==> config.mk <==
export PLATFORM = sky130hd
export DESIGN_NAME = draw_move_hints_flat
export DESIGN_NICKNAME = d
export VERILOG_FILES = /design/src/rtl/draw_move_hints_pkg.sv /design/src/rtl/draw_move_hints_if.sv /design/src/rtl/draw_move_hints_latch.sv /design/src/rtl/draw_move_hints.sv /design/src/flat_wrapper.sv
export SDC_FILE = /design/constraint.sdc
export NUM_CORES = 1
export LEC_CHECK = 0
export BUFFER_PORTS_ARGS = -buffer_cell sky130_fd_sc_hd__buf_2
export CORE_AREA = 2 2 118 120
export CTS_CLUSTER_DIAMETER = 100
export DETAILED_ROUTE_END_ITERATION = 6
export DIE_AREA = 0 0 120 122
export HOLD_SLACK_MARGIN = 0.15
export MAX_ROUTING_LAYER = met4
export PLACE_DENSITY = 0.72
export SETUP_SLACK_MARGIN = 0.2
export SLEW_MARGIN = 10
export SYNTH_ARGS = -nofsm -noshare
export SYNTH_HDL_FRONTEND = slang
export SYNTH_HIERARCHICAL = 1
export SYNTH_SLANG_ARGS = --single-unit
export TNS_END_PERCENT = 20
==> constraint.sdc <==
create_clock -name clk -period 2.3 [get_ports clk]
set_input_delay 0.46 -clock clk [delete_from_list [all_inputs] [get_ports clk]]
set_output_delay 0.46 -clock clk [all_outputs]
set_load 0.05 [all_outputs]
==> src/rtl/draw_move_hints_pkg.sv <==
// Shared chess board geometry and overlay colours, plus the pixel blend helper.
// mouse_position and chess_board read the same constants so the board is defined once.
package draw_move_hints_pkg;

   localparam int BOARD_X0 = 256;
   localparam int BOARD_Y0 = 128;
   localparam int SQ_LOG2  = 6;

   localparam logic [11:0] HINT_RGB = 12'h0F0;
   localparam logic [11:0] SEL_RGB  = 12'hFF0;

   typedef logic [5:0] square_idx_t;

   // 50/50 mix per 4-bit channel; both halves are at most 7, so the sum never overflows
   function automatic logic [11:0] blend_rgb(input logic [11:0] pix, input logic [11:0] tint);
      blend_rgb = {{1'b0, pix[11:9]} + {1'b0, tint[11:9]},
                   {1'b0, pix[7:5]}  + {1'b0, tint[7:5]},
                   {1'b0, pix[3:1]}  + {1'b0, tint[3:1]}};
   endfunction

endpackage

==> src/rtl/draw_move_hints_if.sv <==
// VGA pixel stream passed between drawing stages.
interface vga_if;

   logic [10:0] hcount;
   logic [10:0] vcount;
   logic        hsync;
   logic        vsync;
   logic        hblnk;
   logic        vblnk;
   logic [11:0] rgb;

   modport master (output hcount, vcount, hsync, vsync, hblnk, vblnk, rgb);
   modport slave  (input  hcount, vcount, hsync, vsync, hblnk, vblnk, rgb);

endinterface

==> src/rtl/draw_move_hints_latch.sv <==
// Captures move/selection data once per frame at the vblnk rising edge so the
// overlay cannot tear, and runs the frame counter that drives hint blinking.
module move_hint_latch
   import draw_move_hints_pkg::*;
#(
   parameter int BLINK_FRAMES = 30
) (
   input  logic        clk,
   input  logic        rst,
   input  logic        vblnk,
   input  logic [63:0] possible_moves,
   input  square_idx_t sel_pos,
   input  logic        sel_valid,
   input  logic        hint_en,
   output logic [63:0] moves_l,
   output square_idx_t sel_pos_l,
   output logic        sel_valid_l,
   output logic        hint_en_l,
   output logic        blink_phase
);

   localparam int            CW   = (BLINK_FRAMES > 2) ? $clog2(BLINK_FRAMES) : 1;
   localparam logic [CW-1:0] LAST = CW'((BLINK_FRAMES > 0) ? BLINK_FRAMES - 1 : 0);

   logic          vblnk_prev;
   logic          vblnk_rise;
   logic [CW-1:0] frame_cnt;

   assign vblnk_rise = vblnk && !vblnk_prev;

   always_ff @(posedge clk or negedge rst) begin
      if (!rst) begin
         vblnk_prev  <= 1'b0;
         moves_l     <= '0;
         sel_pos_l   <= '0;
         sel_valid_l <= 1'b0;
         hint_en_l   <= 1'b0;
      end else begin
         vblnk_prev <= vblnk;
         if (vblnk_rise) begin
            moves_l     <= possible_moves;
            sel_pos_l   <= sel_pos;
            sel_valid_l <= sel_valid;
            hint_en_l   <= hint_en;
         end
      end
   end

   // With BLINK_FRAMES of zero the counter still runs but the phase never leaves 1
   always_ff @(posedge clk or negedge rst) begin
      if (!rst) begin
         frame_cnt   <= '0;
         blink_phase <= 1'b1;
      end else if (vblnk_rise) begin
         if ((BLINK_FRAMES != 0) && (frame_cnt == LAST)) begin
            frame_cnt   <= '0;
            blink_phase <= ~blink_phase;
         end else begin
            frame_cnt <= frame_cnt + 1'b1;
         end
      end
   end

endmodule

==> src/rtl/draw_move_hints.sv <==
// VGA stage that blends a highlight over legal-move squares and borders the held
// piece's square; two register stages, sync/blank/counters only delayed.
module draw_move_hints
   import draw_move_hints_pkg::*;
#(
   parameter int BORDER_W     = 2,
   parameter int BLINK_FRAMES = 30
) (
   input  logic        clk,
   input  logic        rst,
   vga_if.slave        vga_in,
   vga_if.master       vga_out,
   input  logic [63:0] possible_moves,
   input  square_idx_t sel_pos,
   input  logic        sel_valid,
   input  logic        hint_en
);

   localparam int                 BOARD_LOG2 = SQ_LOG2 + 3;
   localparam logic [SQ_LOG2-1:0] BORDER_LO  = SQ_LOG2'(BORDER_W);
   localparam logic [SQ_LOG2-1:0] BORDER_HI  = SQ_LOG2'((1 << SQ_LOG2) - BORDER_W);

   logic [63:0] moves_l;
   square_idx_t sel_pos_l;
   logic        sel_valid_l;
   logic        hint_en_l;
   logic        blink_phase;

   move_hint_latch #(
      .BLINK_FRAMES (BLINK_FRAMES)
   ) u_latch (
      .clk            (clk),
      .rst            (rst),
      .vblnk          (vga_in.vblnk),
      .possible_moves (possible_moves),
      .sel_pos        (sel_pos),
      .sel_valid      (sel_valid),
      .hint_en        (hint_en),
      .moves_l        (moves_l),
      .sel_pos_l      (sel_pos_l),
      .sel_valid_l    (sel_valid_l),
      .hint_en_l      (hint_en_l),
      .blink_phase    (blink_phase)
   );

   // Two's-complement offsets: any high bit set means left of/above or beyond the board
   logic [11:0] dx;
   logic [11:0] dy;
   assign dx = {1'b0, vga_in.hcount} - 12'(BOARD_X0);
   assign dy = {1'b0, vga_in.vcount} - 12'(BOARD_Y0);

   logic               in_board_s1;
   logic [2:0]         row_s1;
   logic [2:0]         col_s1;
   logic [SQ_LOG2-1:0] ox_s1;
   logic [SQ_LOG2-1:0] oy_s1;
   logic [10:0]        hcount_s1;
   logic [10:0]        vcount_s1;
   logic               hsync_s1;
   logic               vsync_s1;
   logic               hblnk_s1;
   logic               vblnk_s1;
   logic [11:0]        rgb_s1;

   always_ff @(posedge clk or negedge rst) begin
      if (!rst) begin
         in_board_s1 <= 1'b0;
         row_s1      <= '0;
         col_s1      <= '0;
         ox_s1       <= '0;
         oy_s1       <= '0;
         hcount_s1   <= '0;
         vcount_s1   <= '0;
         hsync_s1    <= 1'b0;
         vsync_s1    <= 1'b0;
         hblnk_s1    <= 1'b0;
         vblnk_s1    <= 1'b0;
         rgb_s1      <= '0;
      end else begin
         in_board_s1 <= (dx[11:BOARD_LOG2] == '0) && (dy[11:BOARD_LOG2] == '0);
         row_s1      <= dy[BOARD_LOG2-1:SQ_LOG2];
         col_s1      <= dx[BOARD_LOG2-1:SQ_LOG2];
         ox_s1       <= dx[SQ_LOG2-1:0];
         oy_s1       <= dy[SQ_LOG2-1:0];
         hcount_s1   <= vga_in.hcount;
         vcount_s1   <= vga_in.vcount;
         hsync_s1    <= vga_in.hsync;
         vsync_s1    <= vga_in.vsync;
         hblnk_s1    <= vga_in.hblnk;
         vblnk_s1    <= vga_in.vblnk;
         rgb_s1      <= vga_in.rgb;
      end
   end

   square_idx_t square_s1;
   logic        on_border;
   logic [11:0] rgb_next;

   // Border beats hint, so a held piece on a legal square shows a frame around a blended interior
   always_comb begin
      square_s1 = {row_s1, col_s1};
      on_border = (ox_s1 < BORDER_LO) || (ox_s1 >= BORDER_HI) ||
                  (oy_s1 < BORDER_LO) || (oy_s1 >= BORDER_HI);
      rgb_next  = rgb_s1;
      if (hblnk_s1 || vblnk_s1) begin
         rgb_next = 12'h000;
      end else if (!in_board_s1) begin
         rgb_next = rgb_s1;
      end else if (sel_valid_l && (square_s1 == sel_pos_l) && on_border) begin
         rgb_next = SEL_RGB;
      end else if (hint_en_l && blink_phase && moves_l[square_s1]) begin
         rgb_next = blend_rgb(rgb_s1, HINT_RGB);
      end
   end

   always_ff @(posedge clk or negedge rst) begin
      if (!rst) begin
         vga_out.hcount <= '0;
         vga_out.vcount <= '0;
         vga_out.hsync  <= 1'b0;
         vga_out.vsync  <= 1'b0;
         vga_out.hblnk  <= 1'b0;
         vga_out.vblnk  <= 1'b0;
         vga_out.rgb    <= '0;
      end else begin
         vga_out.hcount <= hcount_s1;
         vga_out.vcount <= vcount_s1;
         vga_out.hsync  <= hsync_s1;
         vga_out.vsync  <= vsync_s1;
         vga_out.hblnk  <= hblnk_s1;
         vga_out.vblnk  <= vblnk_s1;
         vga_out.rgb    <= rgb_next;
      end
   end

endmodule
==> src/flat_wrapper.sv <==
// flat-port wrapper written by rule: the top's interface ports become plain ports
module draw_move_hints_flat import draw_move_hints_pkg::*;
#(
   parameter int BORDER_W     = 2,
   parameter int BLINK_FRAMES = 30
)
  (clk, rst, possible_moves, sel_pos, sel_valid, hint_en, vga_in_hcount, vga_in_vcount, vga_in_hsync, vga_in_vsync, vga_in_hblnk, vga_in_vblnk, vga_in_rgb, vga_out_hcount, vga_out_vcount, vga_out_hsync, vga_out_vsync, vga_out_hblnk, vga_out_vblnk, vga_out_rgb);
  vga_if vga_in_i ();
  vga_if vga_out_i ();
  input  logic clk;
  input  logic rst;
  input  logic [63:0] possible_moves;
  input  square_idx_t sel_pos;
  input  logic sel_valid;
  input  logic hint_en;
  input wire logic [$bits(vga_in_i.hcount)-1:0] vga_in_hcount;
  input wire logic [$bits(vga_in_i.vcount)-1:0] vga_in_vcount;
  input wire logic [$bits(vga_in_i.hsync)-1:0] vga_in_hsync;
  input wire logic [$bits(vga_in_i.vsync)-1:0] vga_in_vsync;
  input wire logic [$bits(vga_in_i.hblnk)-1:0] vga_in_hblnk;
  input wire logic [$bits(vga_in_i.vblnk)-1:0] vga_in_vblnk;
  input wire logic [$bits(vga_in_i.rgb)-1:0] vga_in_rgb;
  output wire logic [$bits(vga_out_i.hcount)-1:0] vga_out_hcount;
  output wire logic [$bits(vga_out_i.vcount)-1:0] vga_out_vcount;
  output wire logic [$bits(vga_out_i.hsync)-1:0] vga_out_hsync;
  output wire logic [$bits(vga_out_i.vsync)-1:0] vga_out_vsync;
  output wire logic [$bits(vga_out_i.hblnk)-1:0] vga_out_hblnk;
  output wire logic [$bits(vga_out_i.vblnk)-1:0] vga_out_vblnk;
  output wire logic [$bits(vga_out_i.rgb)-1:0] vga_out_rgb;
  assign vga_in_i.hcount = vga_in_hcount;
  assign vga_in_i.vcount = vga_in_vcount;
  assign vga_in_i.hsync = vga_in_hsync;
  assign vga_in_i.vsync = vga_in_vsync;
  assign vga_in_i.hblnk = vga_in_hblnk;
  assign vga_in_i.vblnk = vga_in_vblnk;
  assign vga_in_i.rgb = vga_in_rgb;
  assign vga_out_hcount = vga_out_i.hcount;
  assign vga_out_vcount = vga_out_i.vcount;
  assign vga_out_hsync = vga_out_i.hsync;
  assign vga_out_vsync = vga_out_i.vsync;
  assign vga_out_hblnk = vga_out_i.hblnk;
  assign vga_out_vblnk = vga_out_i.vblnk;
  assign vga_out_rgb = vga_out_i.rgb;
  draw_move_hints #(.BORDER_W(BORDER_W), .BLINK_FRAMES(BLINK_FRAMES)) u_core (.clk(clk), .rst(rst), .vga_in(vga_in_i), .vga_out(vga_out_i), .possible_moves(possible_moves), .sel_pos(sel_pos), .sel_valid(sel_valid), .hint_en(hint_en));
endmodule
## Yosys cells after proc, flatten, opt, wreduce, memory -nomap -nowiden

Cells that the tools add are included.

| word-level totals | value |
|---|---|
| bits in registers | 173 |

| operators by class | value |
|---|---|
| $add $sub $neg | 4 |
| order comparisons | 5 |
| equality and inequality tests | 2 |
| mux-type cells | 7 |
| bitwise logic cells | 1 |
| reductions and logical operators | 14 |

Operators by type and width:

| cell | count |
|---|---|
| $mux 12 | 4 |
| $ge 6x6->1 const B | 2 |
| $lt 6x2->1 const B | 2 |
| $sub 11x8->12 const B | 1 |
| $sub 11x9->12 const B | 1 |
| $lt 6x7->1 const B | 1 |
| $bmux 1 s6 | 1 |
| $eq 6x6->1 | 1 |
| $logic_and 1x1->1 | 6 |
| $logic_not 3->1 | 2 |
| $add 5x1->5 const B | 1 |
| $eq 5x5->1 const B | 1 |
| $mux 5 | 1 |
| $add 3x3->4 const B | 1 |
| $logic_or 1x1->1 | 4 |
| $reduce_and 2->1 | 1 |
| $logic_not 1->1 | 1 |
| $mux 1 | 1 |
| $not 1->1 | 1 |

## Depth between registers and ports, before layout

Gate-level depths: netlist of the first run.

| logic depth | value |
|---|---|
| word-level depth | 8 |
| depth in mapped cells | 10 |

## Cells and area by module

The synthesis of the first run kept the hierarchy.

By module, submodules not included:

| module | instances | cells each | area an instance (um2) | seq. area each (um2) |
|---|---|---|---|---|
| draw_move_hints | 1 | 231 | 3259.4 | 2001.9 |
| move_hint_latch | 1 | 337 | 3032.9 | 1978.1 |

## Worst setup path after synthesis of the first run

Ideal clock, no wire load.

| path | value |
|---|---|
| kind | register to register |
| from | register u_core/hcount_s1[7] (netlist name) |
| to | register u_core.vga_out.rgb[11] |
| data arrival time | 2.100 ns |
| required time | 2.180 ns |
| setup slack | 0.080 ns |
| cell stages (with the launch flop) | 10 |
| path buffers | 2 |
| clock period less this slack | 2.220 ns |
| cell sequence | dfrtp_1 buf_6 buf_8 mux2i_1 a22o_1 nor4_1 a31oi_1 a311oi_4 o21ai_4 a31o_1 |

RTL lines:

| item | line | text |
|---|---|---|
| end signal, assigned | draw_move_hints.sv:132 | `vga_out.rgb <= rgb_next;` |
| end, declared | draw_move_hints_if.sv:12 | `modport master (output hcount, vcount, hsync, vsync, hblnk, vblnk, rgb);` |

==> flow_summary_export.csv, run 1 <==
group,metric,value,unit
timing,finalHoldViolations,0,
timing,min_period,2.36,ns
logic_synthesis,synth_cells,568,
clock_tree,clkSinkCount,159,
setup_path,crit_path_cell_trace,"buf_4 > nor2b_4 > a22o_1 > nor4_1 > a31oi_1 > buf_4 > a311o_1 > buf_4 > a21oi_2 > a211oi_2",
setup_path,worstSetupEndpointType,"flip-flop",
placement,gp_congestion,0.894,
floorplanning,core.rowCount,43,
status,status,"finished, violations left",
timing,rsz0062_at_grt,"yes",
global_route,grt_max_degree,58,
logic_synthesis,async_flop_share,100,%
setup_path,slowest_delay,0.47,ns
logic_synthesis,netlist_area,6290,um^2
clock_tree,clk_path_buf_depth,2,
layout,fin_util,62.4,%
global_route,antenna_found_initial,0,
clock_tree,clk_latency,0.42,ns
global_route,overflow,0,
status,violations,"setup timing",
logic_synthesis,synth_most_common_cell,"nand2_1",
setup_path,rr_worst_depth,10,
setup_path,path_class,"flip-flop to flip-flop",
timing,final-setup-viol-count,10,
worst_hold_path,min_path_cells,1,
timing,worst_slew_pin_slew,0.544,ns
setup_path,cp-start-kind,"flip-flop",
routing,dr_total_vias,4861,
floorplanning,die_area,14600,um^2
logic_synthesis,synth_top_cells_by_count,"233 x nand2_1, 158 x dfrtp_1, 16 x buf_2",
placement,place_ws,-0.140,ns
logic_synthesis,synth_area_leaders,"dfrtp_1 63%, nand2_1 14%, mux4_1 2.5%",
timing,tns,-0.394,ns
routing,drt-pass1-iter-count,5,
placement,dp_hpwl,9990,um
layout,diodes,0,
routing,avgViaCountPerCell,5.04,
clock_tree,clk_pin_slew,0.06,ns
setup_path,critical_path.top_delay_family,"compound AO/OA/AOI/OAI gates",
logic_synthesis,synth-seq-cells,159,
logic_synthesis,yosys_warnings,6,
placement,io_buffers,149,
clock_tree,cts_made_buffers,17,
layout,nNetsFinal,889,
logic_synthesis,ys_types,53,
logic_synthesis,syn_nets,685,
clock_tree,root_buffer,"clkbuf_16",
flow_run,drv_cap,0,
layout,drive_gt1_share,30.7,%
timing,skew,0.00446,ns
pwr,ir_worst_vdd,0.000515,V
timing,max_freq,423,MHz
setup_path,cpMaxStageDelayCell,"dfrtp_2",
pwr,power_density,811,nW/um^2
worst_hold_path,hold_path_class,"input pin to flip-flop",
floorplanning,core,13500,um^2
global_route,grt_busiest_layer,"met2",
routing,drt-initial-drc-count,363,
setup_path,reg2reg_slack,-0.06,ns
routing,drc,0,
global_route,grt_pass1_vias,5030,
logic_synthesis,synth_top_area_share,62.8,%
logic_synthesis,syn_area_per_cell,11.1,um^2
routing,wl,15000,um
global_route,grtUsageMet2,36.6,%
setup_path,cpMostUsedCell,"buf_4",
setup_path,crit_cells,10,
timing,drv_slew,0,
logic_synthesis,synth_edf_count,0,
setup_path,crit_arrival,2.66,ns
clock_tree,htreeDepth,4,
timing,min_period_over_period,103,%
global_route,grt_pass1_wl,24000,um
logic_synthesis,ys.flop_type,"dfrtp_1",
floorplanning,io_pins,150,
routing,drtAntennaViolNets,0,
timing,holdWs,0.171,ns
floorplanning,die_w,120,um
floorplanning,die_h,122,um
logic_synthesis,seq_area_frac_synth,63.3,%
pwr,leakage,4.28,nW
global_route,use_met3,5.20,%
routing,wl_per_cell,15.6,um
clock_tree,cts_tree,"yes",
timing,max_slew_margin,63.7,%
layout,synthToLayoutAreaGrowth,34.0,%
logic_synthesis,synth_largest_area_cell,"dfrtp_1",
setup_path,worst-path-buf-inv,3,
global_route,gr-usage-met1,26.2,%
setup_path,critical_path_required,2.60,ns
timing,fin_ws,-0.0625,ns
setup_path,critPathMaxFanout,8,
global_route,grt_use_total,22.0,%
floorplanning,start_util,46.6,%
state kept, by name (all words and copies together), names as in the netlist, 6 cells and up:
signal,flops
u_core/hcount_s1,11
u_core/rgb_s1,12
u_core/u_latch/moves_l,64
u_core/u_latch/sel_pos_l,6
u_core/vcount_s1,11
u_core/vga_out.hcount,11
u_core/vga_out.rgb,12
u_core/vga_out.vcount,11
where the power goes:
group | internal [mW] | switching, mW | leakage, nW
sequential | 3.08 | 0.200 | 1.93
combinational | 0.446 | 0.549 | 2.09
clock | 1.50 | 1.07 | 0.257
area by class of cell:
class | instances | area, um^2
Clock buffer | 20 | 447
Clock inverter | 11 | 93.8
Fill cell | 1061 | 5070
Inverter | 12 | 45.0
Multi-Input combinational cell | 369 | 2210
Sequential cell | 159 | 3980
Tap cell | 180 | 225
Timing Repair Buffer | 213 | 1420
timing repair:
item / 4_1_cts / 5_1_grt
hold buffers: 28 / 4
cloned: 2 / 0
pin swaps: 13 / 7
resized for setup: 24 / 6
setup buffers: 5 / 2
endpoints found under the hold margin: 80 / 4
endpoints found under the setup margin: 12 / 12
cells by family after synthesis:
group / after synthesis / share of synthesized area, %
xor+xnor: 10 / 1.39
fa+ha+maj: 5 / 0.994
flops: 159 / 63.3
simple gates: 284 / 19.0
mux: 24 / 5.79
buf+inv: 40 / 3.72
compound gates: 46 / 5.85
worst paths after layout:
path | startpoint | to
min in group asynchronous | rst | u_core/vga_out.hcount[4]$_DFF_PN0_
max in group asynchronous | rst | u_core/vcount_s1[6]$_DFF_PN0_
min | vga_in_hcount[6] | u_core/hcount_s1[6]$_DFF_PN0_
max | u_core/hcount_s1[6]$_DFF_PN0_ | u_core/vga_out.rgb[4]$_DFF_PN0_
min reg2reg | u_core/hsync_s1$_DFF_PN0_ | u_core/vga_out.hsync$_DFF_PN0_
max reg2reg | u_core/hcount_s1[6]$_DFF_PN0_ | u_core/vga_out.rgb[4]$_DFF_PN0_
layout by cell type, fill, tap and decap left out, drive strengths merged, types with 2 or more instances in the layout:
master / count
a2111oi: 5
a211oi: 6
a21oi: 7
a311oi: 6
a31oi: 2
and2b: 2
and3: 3
buf: 180
clkbuf: 20
clkinv: 6
clkinvlp: 4
dfrtp: 158
dlygate4sd3: 32
ha: 5
inv: 12
mux2i: 15
mux4: 8
nand2: 233
nand2b: 3
nand3: 4
nand3b: 2
nand4: 3
nor2: 6
nor2b: 10
nor3: 5
nor3b: 2
nor4: 7
o21ai: 9
xnor2: 8
xor2: 2
per-stage QoR:
stage	instance area [um^2]	total power [mW]	cells
finish	8430	6.84	964
global route	8430	7.15	964
CTS	8350	6.87	958
detailed placement	7320	4.18	892
global placement	7320	4.14	892
floorplan	6300	3.82	568
layer usage:
metal,vias to the layer above,share of wire (%)
li1,2281,-
met1,2389,42
met2,171,51
met3,20,5.2
met4,0,1.6
met5,-,0
Power figures use the tool's default switching activity.
==> run 2, diff against run 1 <==
Settings changed: BUFFER_PORTS_ARGS -buffer_cell sky130_fd_sc_hd__buf_2 to unset, CORE_AREA 2 2 118 120 to 2 2 108 110, DIE_AREA 0 0 120 122 to 0 0 110 112, DONT_BUFFER_PORTS set to 1, PLACE_DENSITY 0.72 to 0.71, SYNTH_HIERARCHICAL 1 to unset.
==> run 2 against run 1 <==
The run ends with hold timing left. Clock skew increased by 0.0037 ns. Hold slack got worse by 0.44 ns. Sequential power increased by 2%. Sequential cell count decreased by 1. Routed wire length decreased by 9.0%. First-iteration DRC count decreased by 0.83%. Area after synthesis decreased by 2.9%. Combinational power decreased by 34%. Register-to-register slack improved by 0.11 ns. Non-clock buffer count decreased by 110. Via count decreased by 14%. Maximum frequency increased by 5.0%. Critical path type unchanged. Critical endpoint is now u_core.vga_out.rgb[10]$_DFF_PN0_. Largest cell class unchanged. Largest power group unchanged.
==> flow_summary_export.csv, run 2 <==
group,metric,value,unit
status,status,"finished, violations left",
clock_tree,clk_latency,0.42,ns
timing,max_freq,444,MHz
placement,gp_congestion,0.822,
clock_tree,htreeDepth,4,
logic_synthesis,async_flop_share,100,%
floorplanning,die_area,12300,um^2
routing,wl,13700,um
timing,skew,0.00819,ns
logic_synthesis,ys.flop_type,"dfrtp_1",
logic_synthesis,synth_top_area_share,64.3,%
layout,synthToLayoutAreaGrowth,28.2,%
logic_synthesis,synth_largest_area_cell,"dfrtp_1",
routing,drtAntennaViolNets,0,
pwr,switching_share,24.5,%
global_route,grt_use_total,24.8,%
logic_synthesis,seq_area_frac_synth,64.7,%
placement,dp_hpwl,8890,um
layout,reg.largest.list,"u_core.u_latch.moves_l (64), u_core.rgb_s1 (12), u_core.vga_out.rgb (12)",
setup_path,worstReg2RegEnd,"u_core.vga_out.rgb[10]$_DFF_PN0_",
global_route,overflow,0,
layout,top_register,"u_core.u_latch.moves_l",
timing,final-setup-viol-count,0,
floorplanning,start_util,54.7,%
logic_synthesis,ys_types,45,
setup_path,r2r_start,"u_core.col_s1[1]$_DFF_PN0_",
routing,dr_total_vias,4161,
layout,final_cell_mix,"226 x nand2_1, 154 x dfrtp_1, 90 x dlygate4sd3_1, 18 x clkbuf_16, 15 x mux2i_1",
pwr,p_seq_share,49.5,%
pwr,power_density,867,nW/um^2
layout,diodes,0,
placement,place_ws,-0.149,ns
setup_path,crit_arrival,2.55,ns
pwr,intPower,5.12,mW
setup_path,reg2reg_slack,0.05,ns
logic_synthesis,synth_edf_count,0,
setup_path,critical_path.startpoint,"u_core.col_s1[1]$_DFF_PN0_",
global_route,grt_pass1_vias,4316,
routing,drt-pass1-iter-count,4,
layout,nNetsFinal,748,
timing,min_period_over_period,97.9,%
setup_path,cp-start-kind,"flip-flop",
layout,drive_gt1_share,10.6,%
clock_tree,clkSinkCount,158,
pwr,pwr-share-comb,9.6,%
pwr,leakage,3.79,nW
timing,finalHoldViolations,158,
setup_path,path_class,"flip-flop to flip-flop",
global_route,grt_max_degree,159,
timing,rsz0062_at_grt,"yes",
layout,n_fill_cell,779,
logic_synthesis,yosys_warnings,0,
routing,wl_per_cell,17.4,um
logic_synthesis,netlist_area,6110,um^2
logic_synthesis,synth-seq-cells,158,
clock_tree,cts_made_buffers,17,
pwr,ir_worst_vdd,0.000643,V
setup_path,rr_worst_depth,8,
floorplanning,die_w,110,um
logic_synthesis,syn_nets,650,
global_route,antenna_found_initial,0,
floorplanning,core.rowCount,39,
clock_tree,hold_buffers,90,
timing,max_slew_margin,63.3,%
clock_tree,clk_path_buf_depth,2,
setup_path,worstSetupEndpointType,"flip-flop",
pwr,clkPwrFrac,40.9,%
logic_synthesis,synth_top_cells_by_count,"226 x nand2_1, 157 x dfrtp_1, 17 x mux2i_1",
logic_synthesis,synth_most_common_cell,"nand2_1",
clock_tree,cts_tree,"yes",
timing,drv_slew,0,
timing,fin_ws,0.0493,ns
clock_tree,clk_pin_slew,0.06,ns
layout,fin_util,70.1,%
placement,io_buffers,0,
worst_hold_path,hold_path_class,"input pin to async pin",
flow_run,drv_cap,0,
setup_path,critical_path_required,2.60,ns
global_route,grt_pass1_wl,21900,um
timing,holdWs,-0.270,ns
timing,min_period,2.25,ns
timing,worst_slew_pin_slew,0.551,ns
layout,final_common_cell,"nand2_1",
layout,largest_reg_flops,64,
status,violations,"hold timing",
routing,drt-initial-drc-count,360,
floorplanning,core,11200,um^2
logic_synthesis,syn_area_per_cell,11.5,um^2
floorplanning,io_pins,150,
logic_synthesis,synth_cells,533,
pwr,p_switching,1.67,mW
routing,drc,0,
logic_synthesis,synth_area_leaders,"dfrtp_1 64%, nand2_1 14%, mux4_2 4.1%",
setup_path,critPathMaxFanout,10,
clock_tree,root_buffer,"clkbuf_16",
routing,avgViaCountPerCell,5.29,
floorplanning,die_h,112,um
==> run 2: worst max-delay path by stage <==
stage,endpoint,slack [ns]
floorplan,u_core.vga_out.rgb[1]$_DFF_PN0_,0.20
global placement,u_core.vga_out.rgb[2]$_DFF_PN0_,-0.02
detailed placement,u_core.vga_out.rgb[1]$_DFF_PN0_,-0.15
CTS,u_core.vga_out.rgb[10]$_DFF_PN0_,0.06
global route,u_core.vga_out.rgb[1]$_DFF_PN0_,-0.02
finish,u_core.vga_out.rgb[10]$_DFF_PN0_,0.05
==> run 2: timing repair <==
item	in CTS	in global routing
buffers inserted	2	0
pin swaps	1	2
resized for setup	4	4
endpoints found under the hold margin	250	158
gates cloned	0	1
setup endpoints to repair	12	12
==> run 2: stage by stage <==
step                cells  TNS, ns  hold slack [ns]  cell area (um^2)  power (mW)
finish                786        0           -0.270              7830        6.79
global route          786  -0.0253           -0.291              7830        7.08
CTS                   785        0           -0.283              7800        6.82
detailed placement    662    -1.26            0.168              6260        3.91
global placement      662  -0.0459            0.167              6260        3.87
floorplan             533        0            0.164              6110        3.75
==> run 2: cell families after synthesis <==
kind of cell	after synthesis	share of synthesized area [%]
DFF	158	64.7
muxes	33	8.99
adders and majority gates	5	1.02
AOI/OAI and AO/OA	36	3.95
buffers and inverters	34	2.85
and+or+nand+nor	257	17.1
xor gates and xnor gates	10	1.43
==> run 2: power by group through the flow <==
| stage | registers [mW] | logic (mW) | clock network (mW) |
|---|---|---|---|
| after global placement | 3.40 | 0.473 | 0 |
| after CTS | 3.36 | 0.645 | 2.81 |
| after global routing | 3.40 | 0.727 | 2.95 |
| after floorplan | 3.32 | 0.425 | 0 |
| after detailed placement | 3.40 | 0.502 | 0 |
| final | 3.36 | 0.652 | 2.77 |
==> run 2: final cells by class <==
class	instances	area, um^2	area share (%)
multi-input combinational	341	2010	25.7
timing repair buffer	103	1050	13.4
clock buffer	22	484	6.18
sequential	158	3960	50.5
tap	143	179	2.28
inverter	10	37.5	0.479
clock inverter	9	109	1.39
==> run 2: layer usage <==
metal | GRT usage [%] | up-vias | wire (um)
li1 | - | 1948 | -
met1 | 31.0 | 2020 | 5460
met2 | 37.6 | 163 | 6860
met3 | 7.32 | 30 | 1030
met4 | 10.3 | 0 | 312
met5 | - | - | 0
==> run 2: worst max-delay path: stages (launching register included) <==
cell and delay, ns:
dfrtp_2 0.42, buf_12 0.14, mux4_1 0.53, mux2i_1 0.22, a221oi_2 0.12, a22oi_4 0.20
buf_12 0.16, mux2i_2 0.23, a21oi_1 0.10
